==> config.mk <==
export PLATFORM = sky130hd
export DESIGN_NAME = therm_meas_seq
export DESIGN_NICKNAME = d
export VERILOG_FILES = /design/src/rtl/therm_pkg.sv /design/src/rtl/therm_cyc_timer.sv /design/src/rtl/therm_meas_seq.sv
export SDC_FILE = /design/constraint.sdc
export NUM_CORES = 1
export LEC_CHECK = 0
export ABC_AREA = 1
export CAP_MARGIN = 20
export CORE_AREA = 2 2 86 88
export DETAILED_ROUTE_END_ITERATION = 8
export DIE_AREA = 0 0 88 90
export GPL_TIMING_DRIVEN = 0
export PLACE_DENSITY = 0.64
export SYNTH_ARGS = -nofsm -noshare
export SYNTH_HDL_FRONTEND = slang
export SYNTH_SLANG_ARGS = --single-unit
==> constraint.sdc <==
create_clock -name clk -period 2.15 [get_ports clk]
set_input_delay 0.43 -clock clk [delete_from_list [all_inputs] [get_ports clk]]
set_output_delay 0.43 -clock clk [all_outputs]
set_load 0.005 [all_outputs]
==> src/rtl/therm_pkg.sv <==
// Shared types and constants for the thermometer measurement sequencer.
package therm_pkg;

    localparam int COUNT_W = 8;

    typedef enum logic [3:0] {
        IDLE,
        SETTLE,
        MEASURE,
        CAPTURE,
        CLEAR,
        REPORT,
        WAIT_ACK,
        WAIT_TX,
        GAP,
        CLEAR_ABORT
    } state_t;

    // Width of a down-counter that must hold max_cyc-1 (the timer is loaded
    // with N-1 so that a phase lasts exactly N cycles).
    function automatic int timer_w(input int max_cyc);
        return (max_cyc < 2) ? 1 : $clog2(max_cyc);
    endfunction

endpackage

==> src/rtl/therm_cyc_timer.sv <==
// Loadable down-counter; done is high while the count sits at zero.
module therm_cyc_timer #(
    parameter int W = 8
) (
    input  logic         clk,
    input  logic         rst,
    input  logic         load,
    input  logic [W-1:0] load_val,
    output logic         done
);

    logic [W-1:0] cnt;

    // Reload on request, otherwise count down and park at zero.
    always_ff @(posedge clk or negedge rst) begin
        if (!rst)              cnt <= '0;
        else if (load)         cnt <= load_val;
        else if (cnt != '0)    cnt <= cnt - 1'b1;
    end

    assign done = (cnt == '0);

endmodule

==> src/rtl/therm_meas_seq.sv <==
// Measurement sequencer for the ring-oscillator thermometer: settles the
// oscillator, collects 2^AVG_LOG2 windowed counts, averages them and hands
// the result to the UART. Optional macro THERM_ALARM_EN adds a threshold
// alarm (alarm_thresh input, alarm output) updated with each report.
module therm_meas_seq
    import therm_pkg::*;
#(
    parameter int AVG_LOG2    = 2,
    parameter int SETTLE_CYC  = 16,
    parameter int GAP_CYC     = 1000,
    parameter int TIMEOUT_CYC = 65535
) (
    input  logic               clk,
    input  logic               rst,
    input  logic               run,
    input  logic               single,
    input  logic               window_done,
    input  logic [COUNT_W-1:0] latch_count,
    input  logic               uart_busy,
    output logic               ro_en,
    output logic               uart_start,
    output logic [COUNT_W-1:0] avg_count,
    output logic               avg_valid,
    output logic               seq_busy,
    output logic               timeout_err
`ifdef THERM_ALARM_EN
    ,
    input  logic [COUNT_W-1:0] alarm_thresh,
    output logic               alarm
`endif
);

    localparam int NSMP = 1 << AVG_LOG2;
    localparam int AW   = COUNT_W + AVG_LOG2;
    localparam int SW   = AVG_LOG2 + 1;
    localparam int MAXC = (TIMEOUT_CYC > SETTLE_CYC) ?
                          ((TIMEOUT_CYC > GAP_CYC) ? TIMEOUT_CYC : GAP_CYC) :
                          ((SETTLE_CYC > GAP_CYC) ? SETTLE_CYC : GAP_CYC);
    localparam int TW   = timer_w(MAXC);

    localparam logic [TW-1:0] SETTLE_LD = TW'((SETTLE_CYC > 0) ? SETTLE_CYC - 1 : 0);
    localparam logic [TW-1:0] GAP_LD    = TW'((GAP_CYC > 0) ? GAP_CYC - 1 : 0);
    localparam logic [TW-1:0] TMO_LD    = TW'((TIMEOUT_CYC > 0) ? TIMEOUT_CYC - 1 : 0);

    state_t          state, state_nxt;
    logic            to_hit;
    logic            tmr_load, tmr_done;
    logic [TW-1:0]   tmr_ld;
    logic [AW-1:0]   acc, acc_sum;
    logic [SW-1:0]   smp_cnt;
    logic            last_smp;
    logic [COUNT_W-1:0] avg_new;

    assign acc_sum  = acc + AW'(latch_count);
    assign avg_new  = COUNT_W'(acc_sum >> AVG_LOG2);
    assign last_smp = (smp_cnt == SW'(NSMP - 1));

    // One timer serves SETTLE, GAP and every timeout; it is reloaded whenever
    // the state changes, with the length that belongs to the state entered.
    assign tmr_load = (state_nxt != state);

    // Pick the reload value for the state being entered.
    always_comb begin
        tmr_ld = TMO_LD;
        case (state_nxt)
            SETTLE:  tmr_ld = SETTLE_LD;
            GAP:     tmr_ld = GAP_LD;
            default: tmr_ld = TMO_LD;
        endcase
    end

    therm_cyc_timer #(.W(TW)) u_timer (
        .clk      (clk),
        .rst      (rst),
        .load     (tmr_load),
        .load_val (tmr_ld),
        .done     (tmr_done)
    );

    // State register.
    always_ff @(posedge clk or negedge rst) begin
        if (!rst) state <= IDLE;
        else      state <= state_nxt;
    end

    // Next-state logic; to_hit flags a transition caused by a timeout.
    always_comb begin
        state_nxt = state;
        to_hit    = 1'b0;
        case (state)
            IDLE:        if (run || single) state_nxt = SETTLE;
            SETTLE:      if (tmr_done) state_nxt = MEASURE;
            MEASURE: begin
                if (window_done)   state_nxt = CAPTURE;
                else if (tmr_done) begin
                    to_hit    = 1'b1;
                    state_nxt = CLEAR_ABORT;
                end
            end
            CAPTURE:     state_nxt = last_smp ? REPORT : CLEAR;
            CLEAR:       state_nxt = SETTLE;
            REPORT:      state_nxt = WAIT_ACK;
            WAIT_ACK: begin
                if (uart_busy)     state_nxt = WAIT_TX;
                else if (tmr_done) begin
                    to_hit    = 1'b1;
                    state_nxt = GAP;
                end
            end
            WAIT_TX: begin
                if (!uart_busy)    state_nxt = GAP;
                else if (tmr_done) begin
                    to_hit    = 1'b1;
                    state_nxt = GAP;
                end
            end
            GAP: begin
                if (!run)          state_nxt = IDLE;
                else if (tmr_done) state_nxt = SETTLE;
            end
            CLEAR_ABORT: state_nxt = run ? SETTLE : IDLE;
            default:     state_nxt = IDLE;
        endcase
    end

    // Accumulator, sample counter, result registers and the sticky error.
    // The average is registered on the CAPTURE->REPORT edge so that it is
    // presented together with avg_valid during the REPORT cycle.
    always_ff @(posedge clk or negedge rst) begin
        if (!rst) begin
            acc         <= '0;
            smp_cnt     <= '0;
            avg_count   <= '0;
            timeout_err <= 1'b0;
`ifdef THERM_ALARM_EN
            alarm       <= 1'b0;
`endif
        end else begin
            if (state == IDLE && state_nxt != IDLE) timeout_err <= 1'b0;
            else if (to_hit)                        timeout_err <= 1'b1;

            case (state)
                CAPTURE: begin
                    acc     <= acc_sum;
                    smp_cnt <= smp_cnt + 1'b1;
                    if (last_smp) begin
                        avg_count <= avg_new;
`ifdef THERM_ALARM_EN
                        alarm     <= (avg_new > alarm_thresh);
`endif
                    end
                end
                REPORT, CLEAR_ABORT: begin
                    acc     <= '0;
                    smp_cnt <= '0;
                end
                default: ;
            endcase
        end
    end

    assign seq_busy   = (state != IDLE);
    assign ro_en      = (state == SETTLE) || (state == MEASURE) || (state == CAPTURE);
    assign uart_start = (state == REPORT) || (state == WAIT_ACK);
    assign avg_valid  = (state == REPORT);

endmodule

==> results of run 1 <==
## synthesized netlist by cell type (4+ instances only)
cell type  count
a21oi_1       11
a21oi_2       10
buf_6          4
clkbuf_1       4
dfrtp_1       42
ha_1          11
inv_1         37
inv_2          8
nand2_1       83
nand2_2        6
nand3_1       45
nand3_2       13
nand4_1        5
nor2_1        35
nor2_2         7
nor2_4         4
o21ai_0       20
xnor2_1        6
xor2_1        12
## metal layers
metal  GRT usage  up-vias
met5           0        -
met3      0.0275       17
li1            -     1321
met4      0.0744        0
met1       0.258     1241
met2       0.277       42
## state kept, by name, indices dropped and copies added (netlist names)
register,count
timeout_err,1
acc,10
state,4
smp_cnt,3
u_timer.cnt,16
avg_count,8
## worst min-delay path by stage
stage | to | from | depth (start not counted) | slack [ps]
floorplan | acc[0]$_DFFE_PN0P_ | rst | 0 | 130
global placement | avg_count[4]$_DFFE_PN0P_ | avg_count[4]$_DFFE_PN0P_ | 2 | 470
detailed placement | smp_cnt[0]$_DFFE_PN0P_ | rst | 1 | 340
CTS | smp_cnt[0]$_DFFE_PN0P_ | rst | 1 | 8
global route | smp_cnt[0]$_DFFE_PN0P_ | rst | 1 | 20
finish | smp_cnt[0]$_DFFE_PN0P_ | rst | 1 | 1
## worst max-delay path: stages, from the launching register on
cell	delay, ps
dfrtp_1	420
inv_2	90
ha_4	150
nand2_4	60
nor2_4	150
nand2_4	80
buf_8	140
nand2_4	70
nand3_4	90
nand2_2	80
nand2_2	80
nor2_4	170
nand3_4	110
inv_6	100
buf_12	110
buf_8	110
a21oi_2	30
## stage by stage
step	setup WS, ps	area [µm²]	total power, W	util
finish	1.64	3860	0.00606	0.550
global placement	-587	3240	0.00443	0.462
CTS	1.50	3520	0.00532	0.501
detailed placement	-601	3260	0.00452	0.464
floorplan	45.5	2860	0.00372	-
global route	-123	3860	0.00658	0.550
## repair_timing
| action | CTS | global route |
|---|---|---|
| pin swaps | 7 | 25 |
| setup endpoints to repair | 24 | 32 |
| gates resized for setup | 24 | 55 |
| cloned | 1 | 1 |
| setup buffers | 6 | 16 |
## logic make-up after synthesis
group	count (synthesis)	share of synthesized area
compound gates	44	0.0924
xor+xnor	18	0.0552
fa+ha+maj	12	0.0552
buf+inv	54	0.0819
simple gates	203	0.348
flops	42	0.368
## layout make-up
class	instances	share of cell area
Inverter	45	0.0457
Timing Repair Buffer	51	0.134
Buffer	9	0.0253
Sequential cell	42	0.274
Tap cell	99	0.0321
Clock buffer	6	0.0214
Multi-Input combinational cell	277	0.465
Clock inverter	2	0.00324
## power by group through the flow
stage | sequential, W | combinational, W | clock [W]
after CTS | 0.00145 | 0.00330 | 0.000565
after floorplan | 0.00140 | 0.00232 | 0
final | 0.00147 | 0.00404 | 0.000550
after global placement | 0.00144 | 0.00299 | 0
after global routing | 0.00152 | 0.00447 | 0.000592
after detailed placement | 0.00145 | 0.00308 | 0
==> results.toml, run 1 <==
[status]
status = "complete, no violations"

[drt]
first_pass_iters = 4
topRoutingLayerUsed = "met4"
vias = 2621
wl_met3_um = 133
via_per_inst = 4.94
wl_per_cell_um = 13.2
m1WireLength_um = 3390
met2_length_um = 3280
ant_nets = 0
routed_wl_um = 7030
drc = 0
initialDrtViolationCount = 111

[pwr]
power.leakage_nw = 1.94
p_comb_frac = 0.666
power.density_nw_per_um2 = 1570
switching_power_w = 0.00276
power_frac_clock = 0.091
ir_drop_v = 0.000629
p_int_w = 0.00330
p_sw_frac = 0.455
seqPwrFrac = 0.243

[worst_setup_path]
r2r_end = "u_timer.cnt[4]$_DFFE_PN0P_"
r2r-start = "u_timer.cnt[0]$_DFFE_PN0P_"
crit_end = "u_timer.cnt[4]$_DFFE_PN0P_"
cp-start-kind = "flop"
ff2ff_path_depth = 16
worstSetupPathType = "flop to flop"
rrSetupSlack_ps = 2
required_ps = 2340
path_max_fanout = 6
critPathLaunch = "u_timer.cnt[0]$_DFFE_PN0P_"
arrival_ps = 2340
critPathCaptureType = "flop"

[clocking]
clk_pin_slew_worst_paths_ps = 80
h-tree-depth = 2
cts_tree = "yes"
clk_path_buf_depth = 2
cts-buffers-inserted = 5
clkSinkCount = 42
hold_buffers = 0
clk_latency_ps = 300
ctsRootBufferMaster = "clkbuf_8"

[final_layout]
nNetsFinal = 457
fillers = 637
register_area_um2 = 1060
final_common_cell = "nand2_1"
multi_input_area_um2 = 1790
layout_common_cells = "nand2_1, nand3_1, dfrtp_1"
antenna_cells = 0
drive_above_1_share = 0.289
area_delta_synth_final_pct = 35.0
fin_cells = 531

[die]
die-area_um2 = 7920
rows = 31
die_y_um = 90
io_pins = 27
start_util = 0.407
core_area_um2 = 7020
die_w_um = 88

[timing]
rsz0062_at_grt = "true"
fin_tns_setup_ps = 0
worst_pin_slew_ps = 532
setup_viol = 0
max_freq_mhz = 465
slew_headroom = 0.645
period_share = 0.999
whs_ps = 0.968
timing.final.max_slew_violations = 0
final-hold-violation-count = 0
finClkSkew_ps = 4.24
period_needed_ps = 2150

[synthesis]
synth-edff-count = 0
netlist_area_um2 = 2860
yosys_warnings = 0
syn_avg_cell_area_um2 = 7.66
yosys-top-cells-area = "dfrtp_1, nand2_1, nand3_1, inv_1, ha_1"
ys.flop_type = "dfrtp_1"
syn-instance-count = 373
netlist.area_leader.share = 0.368
async_flop_share = 1.00
yosysSeqAreaShare = 0.368
synth_cell_type_count = 29
synth_seq_cells = 42
synth_fp_nets = 399
yosysTopAreaCell = "dfrtp_1"

[grt]
grt_pass1_vias = 2576
grt_max_degree = 33
grt.total_usage = 0.183
grt_overflow_total = 0
antenna_found_initial = 0
grt_pass1_wl_um = 11600

[placement]
place_hpwl_um = 4810
gp_congestion = 0.901
io_buffers = 26
dp.cells = 499

[min_path]
hold_path_class = "input pin to asynchronous set/reset pin"

[flow_run]
drv_cap = 0
No activity file was read; power rests on OpenSTA's default activity.
==> inputs of run 2 (changes only) <==
--- a/config.mk
+++ b/config.mk
@@ -6,7 +6,6 @@
 export NUM_CORES = 1
 export LEC_CHECK = 0
 export ABC_AREA = 1
-export CAP_MARGIN = 20
 export CORE_AREA = 2 2 86 88
 export DETAILED_ROUTE_END_ITERATION = 8
 export DIE_AREA = 0 0 88 90
==> results of run 2 <==
No change in the layout: final DEF, timing and power equal those of run 1.
==> inputs of run 3 (changes only) <==
--- a/config.mk
+++ b/config.mk
@@ -6,11 +6,14 @@
 export NUM_CORES = 1
 export LEC_CHECK = 0
 export ABC_AREA = 1
-export CORE_AREA = 2 2 86 88
+export ABC_CLOCK_PERIOD_IN_PS = 2150
+export CELL_PAD_IN_SITES_DETAIL_PLACEMENT = 0
+export CELL_PAD_IN_SITES_GLOBAL_PLACEMENT = 1
+export CORE_AREA = 2 2 90 92
 export DETAILED_ROUTE_END_ITERATION = 8
-export DIE_AREA = 0 0 88 90
+export DIE_AREA = 0 0 92 94
 export GPL_TIMING_DRIVEN = 0
-export PLACE_DENSITY = 0.64
+export PLACE_DENSITY = 0.75
 export SYNTH_ARGS = -nofsm -noshare
 export SYNTH_HDL_FRONTEND = slang
 export SYNTH_SLANG_ARGS = --single-unit
==> run 3 against run 2 <==
  * Register-to-register slack better by 50 ps
  * Wire length up 0.11%
  * Global-route usage down 1.1 points
  * Die area up 9.2%
  * Final cell count up 1.1%
  * Via count down 1.1%
  * Hold slack better by 36 ps
  * Combinational power down 5.4%
  * Highest routed layer unchanged
==> results.toml, run 3 (same netlist as run 1, synthesis figures left out) <==
[worst_setup_path]
cpPeakStageDelay_ps = 440
slowest_stage = "dfrtp_1"
ff2ff_path_depth = 14
rrSetupSlack_ps = 50
critPathCaptureType = "flop"
r2r-start = "u_timer.cnt[4]$_DFFE_PN0P_"
required_ps = 2380
r2r_end = "u_timer.cnt[6]$_DFFE_PN0P_"
crit_path_cell_trace = "nor2_4 > nand2_2 > nor2_4 > nand2_4 > buf_6 > nand2_4 > nand3_4 > nand2_2 > nand2_4 > nor2_4 > buf_6 > buf_12 > nand3_2 > a21oi_2"
crit_family = "simple AND/OR/NAND/NOR gates"
cp.buffers_inverters = 3
arrival_ps = 2320
path_max_fanout = 10
worstSetupPathType = "flop to flop"
cp-start-kind = "flop"

[timing]
timing.final.max_slew_violations = 0
finClkSkew_ps = 11.8
max_freq_mhz = 477
slew_headroom = 0.672
rsz0062_at_grt = "true"
setup_viol = 0
period_needed_ps = 2100
worst_pin_slew_ps = 492
fin_tns_setup_ps = 0
period_share = 0.975
final-hold-violation-count = 0

[grt]
grt_pass1_wl_um = 11800
grt_pass1_vias = 2539
antenna_found_initial = 0
grt_max_degree = 31
grt.total_usage = 0.171
grt_overflow_total = 0

[clocking]
clk_pin_slew_worst_paths_ps = 80
clkSinkCount = 42
clk_latency_ps = 300
h-tree-depth = 2
clk_path_buf_depth = 2
cts-buffers-inserted = 5
ctsRootBufferMaster = "clkbuf_8"
cts_tree = "yes"

[final_layout]
regMostFlops = "u_timer.cnt"
layout_common_cells = "nand2_1, dfrtp_1, nand3_1"
antenna_cells = 0
largest_register_ffs = 16
drive_above_1_share = 0.329
reg.largest.list = "u_timer.cnt: 16 flops, acc: 10 flops, avg_count: 8 flops"
nNetsFinal = 461
final_common_cell = "nand2_1"
finish.utilization = 0.510
area_delta_synth_final_pct = 35.6

[drt]
drc = 0
routed_wl_um = 7030
first_pass_iters = 4
topRoutingLayerUsed = "met4"
vias = 2593
wl_per_cell_um = 13.1
met2_length_um = 3430
via_per_inst = 4.83
m1WireLength_um = 3370
initialDrtViolationCount = 92
ant_nets = 0
wl_met3_um = 171

[pwr]
power.density_nw_per_um2 = 1500
power.leakage_nw = 1.94
ir_drop_v = 0.000621

[min_path]
hold_path_class = "input pin to asynchronous set/reset pin"

[die]
io_pins = 27
die_w_um = 92
die-area_um2 = 8650
start_util = 0.376
rows = 32
die_y_um = 94
core_area_um2 = 7610

[flow_run]
drv_cap = 0

[status]
status = "complete, no violations"

[placement]
gp_congestion = 0.831
io_buffers = 26
place_hpwl_um = 5020
-- run 3: cell count changes in the layout (fill, tap and decap cells not counted), sizes merged --
cell / before / now
dlygate4sd2: 2 / 0
clkbuf: 12 / 11
inv: 45 / 44
clkdlybuf4s50: 21 / 22
buf: 29 / 35
clkinvlp: 1 / 0
dlymetal6s2s: 2 / 3
-- run 3: final cells by class --
cell class / instances / area [µm²]
tap: 102 / 128
clock buffer: 7 / 76.3
multi-input combinational: 277 / 1810
sequential: 42 / 1060
timing repair buffer: 55 / 546
buffer: 9 / 85.1
inverter: 45 / 176
fill: 774 / 3730
-- run 3: how the worst max path moves through the flow --
stage	startpoint	end	slack [ps]	cells after the start
global route	u_timer.cnt[4]$_DFFE_PN0P_	u_timer.cnt[8]$_DFFE_PN0P_	-70	16
detailed placement	latch_count[0]	acc[8]$_DFFE_PN0P_	-640	13
CTS	latch_count[0]	acc[8]$_DFFE_PN0P_	2	13
floorplan	latch_count[0]	acc[8]$_DFFE_PN0P_	50	12
finish	u_timer.cnt[4]$_DFFE_PN0P_	u_timer.cnt[6]$_DFFE_PN0P_	50	14
global placement	rst	timeout_err$_DFFE_PN0P_	-640	1
-- run 3: stage by stage --
stage	hold slack (ps)	area (µm²)	instances	total power (W)	setup slack, ps
floorplan	134	2860	373	0.00372	45.5
global placement	467	3250	501	0.00450	-641
detailed placement	368	3260	502	0.00454	-640
CTS	43.4	3580	525	0.00532	2.13
global route	55.3	3880	537	0.00632	-66.0
finish	37.2	3880	537	0.00581	54.1
-- run 3: what timing repair did --
item                                    4_1_cts  5_1_grt
gates cloned                                  1        0
gates resized for setup                      26       62
hold buffers                                  0        0
buffers inserted                             15       12
pin swaps                                    13       23
endpoints found under the setup margin       23       27
-- run 3: routing by layer --
layer | up-vias | GRT usage
met5 | - | 0
met4 | 0 | 0.0373
met1 | 1221 | 0.225
met2 | 28 | 0.298
met3 | 8 | 0.0265
li1 | 1336 | -
-- run 3: power breakdown --
part | switching (W) | total, W | internal (W)
Clock | 0.000275 | 0.000499 | 0.000224
Sequential | 0.000309 | 0.00149 | 0.00118
Combinational | 0.00209 | 0.00382 | 0.00173
Total | 0.00268 | 0.00581 | 0.00313
-- run 3: worst reg2reg max path: stages (launching register included) --
cell and delay [ps]:
dfrtp_1 440, nor2_4 160, nand2_2 80, nor2_4 170, nand2_4 80, buf_6 140, nand2_4 80, nand3_4 90
nand2_2 90, nand2_4 70, nor2_4 150, buf_6 130, buf_12 130, nand3_2 80, a21oi_2 140
==> RTL edit (settings of run 1) <==
Make the reset (`rst`) synchronous in 3 clocked blocks.
--- a/src/rtl/therm_cyc_timer.sv
+++ b/src/rtl/therm_cyc_timer.sv
@@ -14,3 +14,3 @@
     // Reload on request, otherwise count down and park at zero.
-    always_ff @(posedge clk or negedge rst) begin
+    always_ff @(posedge clk) begin
         if (!rst)              cnt <= '0;
--- a/src/rtl/therm_meas_seq.sv
+++ b/src/rtl/therm_meas_seq.sv
@@ -80,3 +80,3 @@
     // State register.
-    always_ff @(posedge clk or negedge rst) begin
+    always_ff @(posedge clk) begin
         if (!rst) state <= IDLE;
@@ -128,3 +128,3 @@
     // presented together with avg_valid during the REPORT cycle.
-    always_ff @(posedge clk or negedge rst) begin
+    always_ff @(posedge clk) begin
         if (!rst) begin
Behaviour: differs if rst is asserted again (counterexample within 4 cycles, from zero or initial values and one cycle with rst low); with rst held inactive, the same outputs for 10 cycles.
==> RTL edit against run 1 <==
Critical path depth shrank 10; core utilization down 5.2 points; setup slack better by 0.029 ns; synthesized cell count up 2.9%; wire length down 8.1%; cell area fell by 9.5%; non-clock buffer count shrank 11; critical path type is now reg -> out; first-iteration DRC count fell by 17%; sequential cell count unchanged; area after synthesis fell by 7.1%.
Power is not compared: it rests on default switching activity, and its combinational part moved more than twofold at a synthesized area within 25%.
==> RTL edit: results <==
metrics = {
    "place": {
        "io_buffers": 26,
        "dp_slack_ns": -0.576,
        "place_congestion": 0.889,
        "dp_hpwl_um": 4480,
    },
    "critical_path": {
        "max_stage_delay_ns": 0.49,
        "cp.arrival_ns": 1.69,
        "slowest_stage": "clkdlybuf4s50_1",
        "critPathMaxFanout": 5,
    },
    "outcome": {
        "outcome": "completed",
    },
    "min_path": {
        "hp-class": "reg -> reg",
    },
    "sta": {
        "worst_pin_slew_ns": 0.576,
        "fin_worst_skew_ns": 0.00523,
        "drv_slew": 0,
        "hold_viol": 0,
    },
    "clock_tree": {
        "cts_buffers": 5,
        "path_clk_slew_ns": 0.08,
        "clockBufferDepth": 2,
        "clk-insertion-delay-late_ns": 0.30,
        "cts_root_buf": "clkbuf_8",
        "h-tree-depth": 2,
    },
    "detailed_routing": {
        "drt_wl_total_um": 6460,
        "firstDrtPassIters": 4,
        "drt_first_iter_violations": 92,
        "route.vias.total": 2565,
        "drc": 0,
    },
    "finish": {
        "final_nets": 460,
        "drive_above_1_share": 0.269,
        "antenna_cells": 0,
        "largestRegisters": "u_timer.cnt (16), acc (10), avg_count (8)",
        "fillers": 680,
    },
    "global_route": {
        "grt_max_degree": 14,
        "grt_pass1_vias": 2330,
        "antenna_found_initial": 0,
        "track_usage": 0.161,
        "grt_pass1_wl_um": 10400,
    },
    "pwr": {
        "irDropWorstVdd_mv": 0.267,
        "p_leak_nw": 1.64,
    },
    "synthesis": {
        "ys.flop_type": "dfxtp_1",
        "synth_fp_nets": 410,
        "async_flop_share": 0,
        "synth_cell_types": 39,
        "seq_area_frac_synth": 0.317,
        "synthTopCellsByCount": "nand2_1, dfxtp_1, nor2_1, inv_1, a21oi_1",
        "yosysWarningCount": 0,
        "yosys-top-cells-area": "dfxtp_1, nand2_1, a21oi_1, nor2_1, ha_1",
    },
}
## RTL edit: cell types whose count changed after synthesis, moves of 10 or more
cell,run 1,this run
dfrtp_1,42,0
dfxtp_1,0,42
a21oi_2,10,0
nand3_1,45,20
a21oi_1,11,30
nand2_1,83,108
nand3_2,13,3
## RTL edit: routing by layer
| layer | GRT usage | share of wire | up-vias | wire, µm |
|---|---|---|---|---|
| met4 | 0.0321 | 0.0068 | 0 | 44 |
| li1 | - | - | 1344 | - |
| met5 | 0 | 0 | - | 0 |
| met3 | 0.0285 | 0.030 | 7 | 195 |
| met1 | 0.216 | 0.46 | 1180 | 2990 |
| met2 | 0.268 | 0.50 | 34 | 3220 |
## RTL edit: worst max-delay path, delay by kind of cell, from the launching register on
family                 cells  cell delay [ns]
buffers and inverters      4             0.76
AND/OR/NAND/NOR            2             0.25
flip-flops                 1             0.39
## RTL edit: worst paths after layout
| check | startpoint | endpoint | slack [ns] | depth (start not counted) |
|---|---|---|---|---|
| min reg2reg | smp_cnt[2] | smp_cnt[2] | 0.47 | 2 |
| max | state[0] | avg_valid | 0.03 | 6 |
| max reg2reg | u_timer.cnt[1] | u_timer.cnt[9] | 0.07 | 15 |
| min | smp_cnt[2] | smp_cnt[2] | 0.47 | 2 |
## RTL edit: final cells by class
class	count	area [µm²]	area share
multi-input combinational	295	1820	0.522
sequential	42	862	0.247
timing repair buffer	43	393	0.113
inverter	41	155	0.0444
tap	99	124	0.0355
clock buffer	6	72.6	0.0208
buffer	6	50.0	0.0143
clock inverter	2	13.8	0.00394
## RTL edit: report_power, final
group | total [mW] | internal [mW] | switching, mW
Sequential | 1.00 | 0.882 | 0.119
Combinational | 1.15 | 0.522 | 0.630
Clock | 0.521 | 0.230 | 0.292
Total | 2.68 | 1.63 | 1.04
## RTL edit: repair_timing
item,CTS,global route
pin swaps,8,27
setup endpoints to repair,18,24
gates resized for setup,15,69
buffers inserted,3,13
hold buffers,0,0
gates cloned,0,1
## RTL edit: cell families (layout without fill, tap and decap cells)
| logic type | Yosys count | in the layout | synth area share |
|---|---|---|---|
| XOR/XNOR | 20 | 20 | 0.0660 |
| AO/OA/AOI/OAI | 59 | 59 | 0.132 |
| adder cells (fa/ha/maj) | 12 | 12 | 0.0594 |
| buffers and inverters | 47 | 98 | 0.0736 |
| AND/OR/NAND/NOR | 204 | 204 | 0.352 |
| flip-flops | 42 | 42 | 0.317 |
## RTL edit: per-stage QoR
stage / cell area [µm²] / std cells
finish: 3490 / 534
floorplan: 2650 / 384
detailed placement: 3040 / 509
CTS: 3190 / 520
global route: 3490 / 534
global placement: 3040 / 509
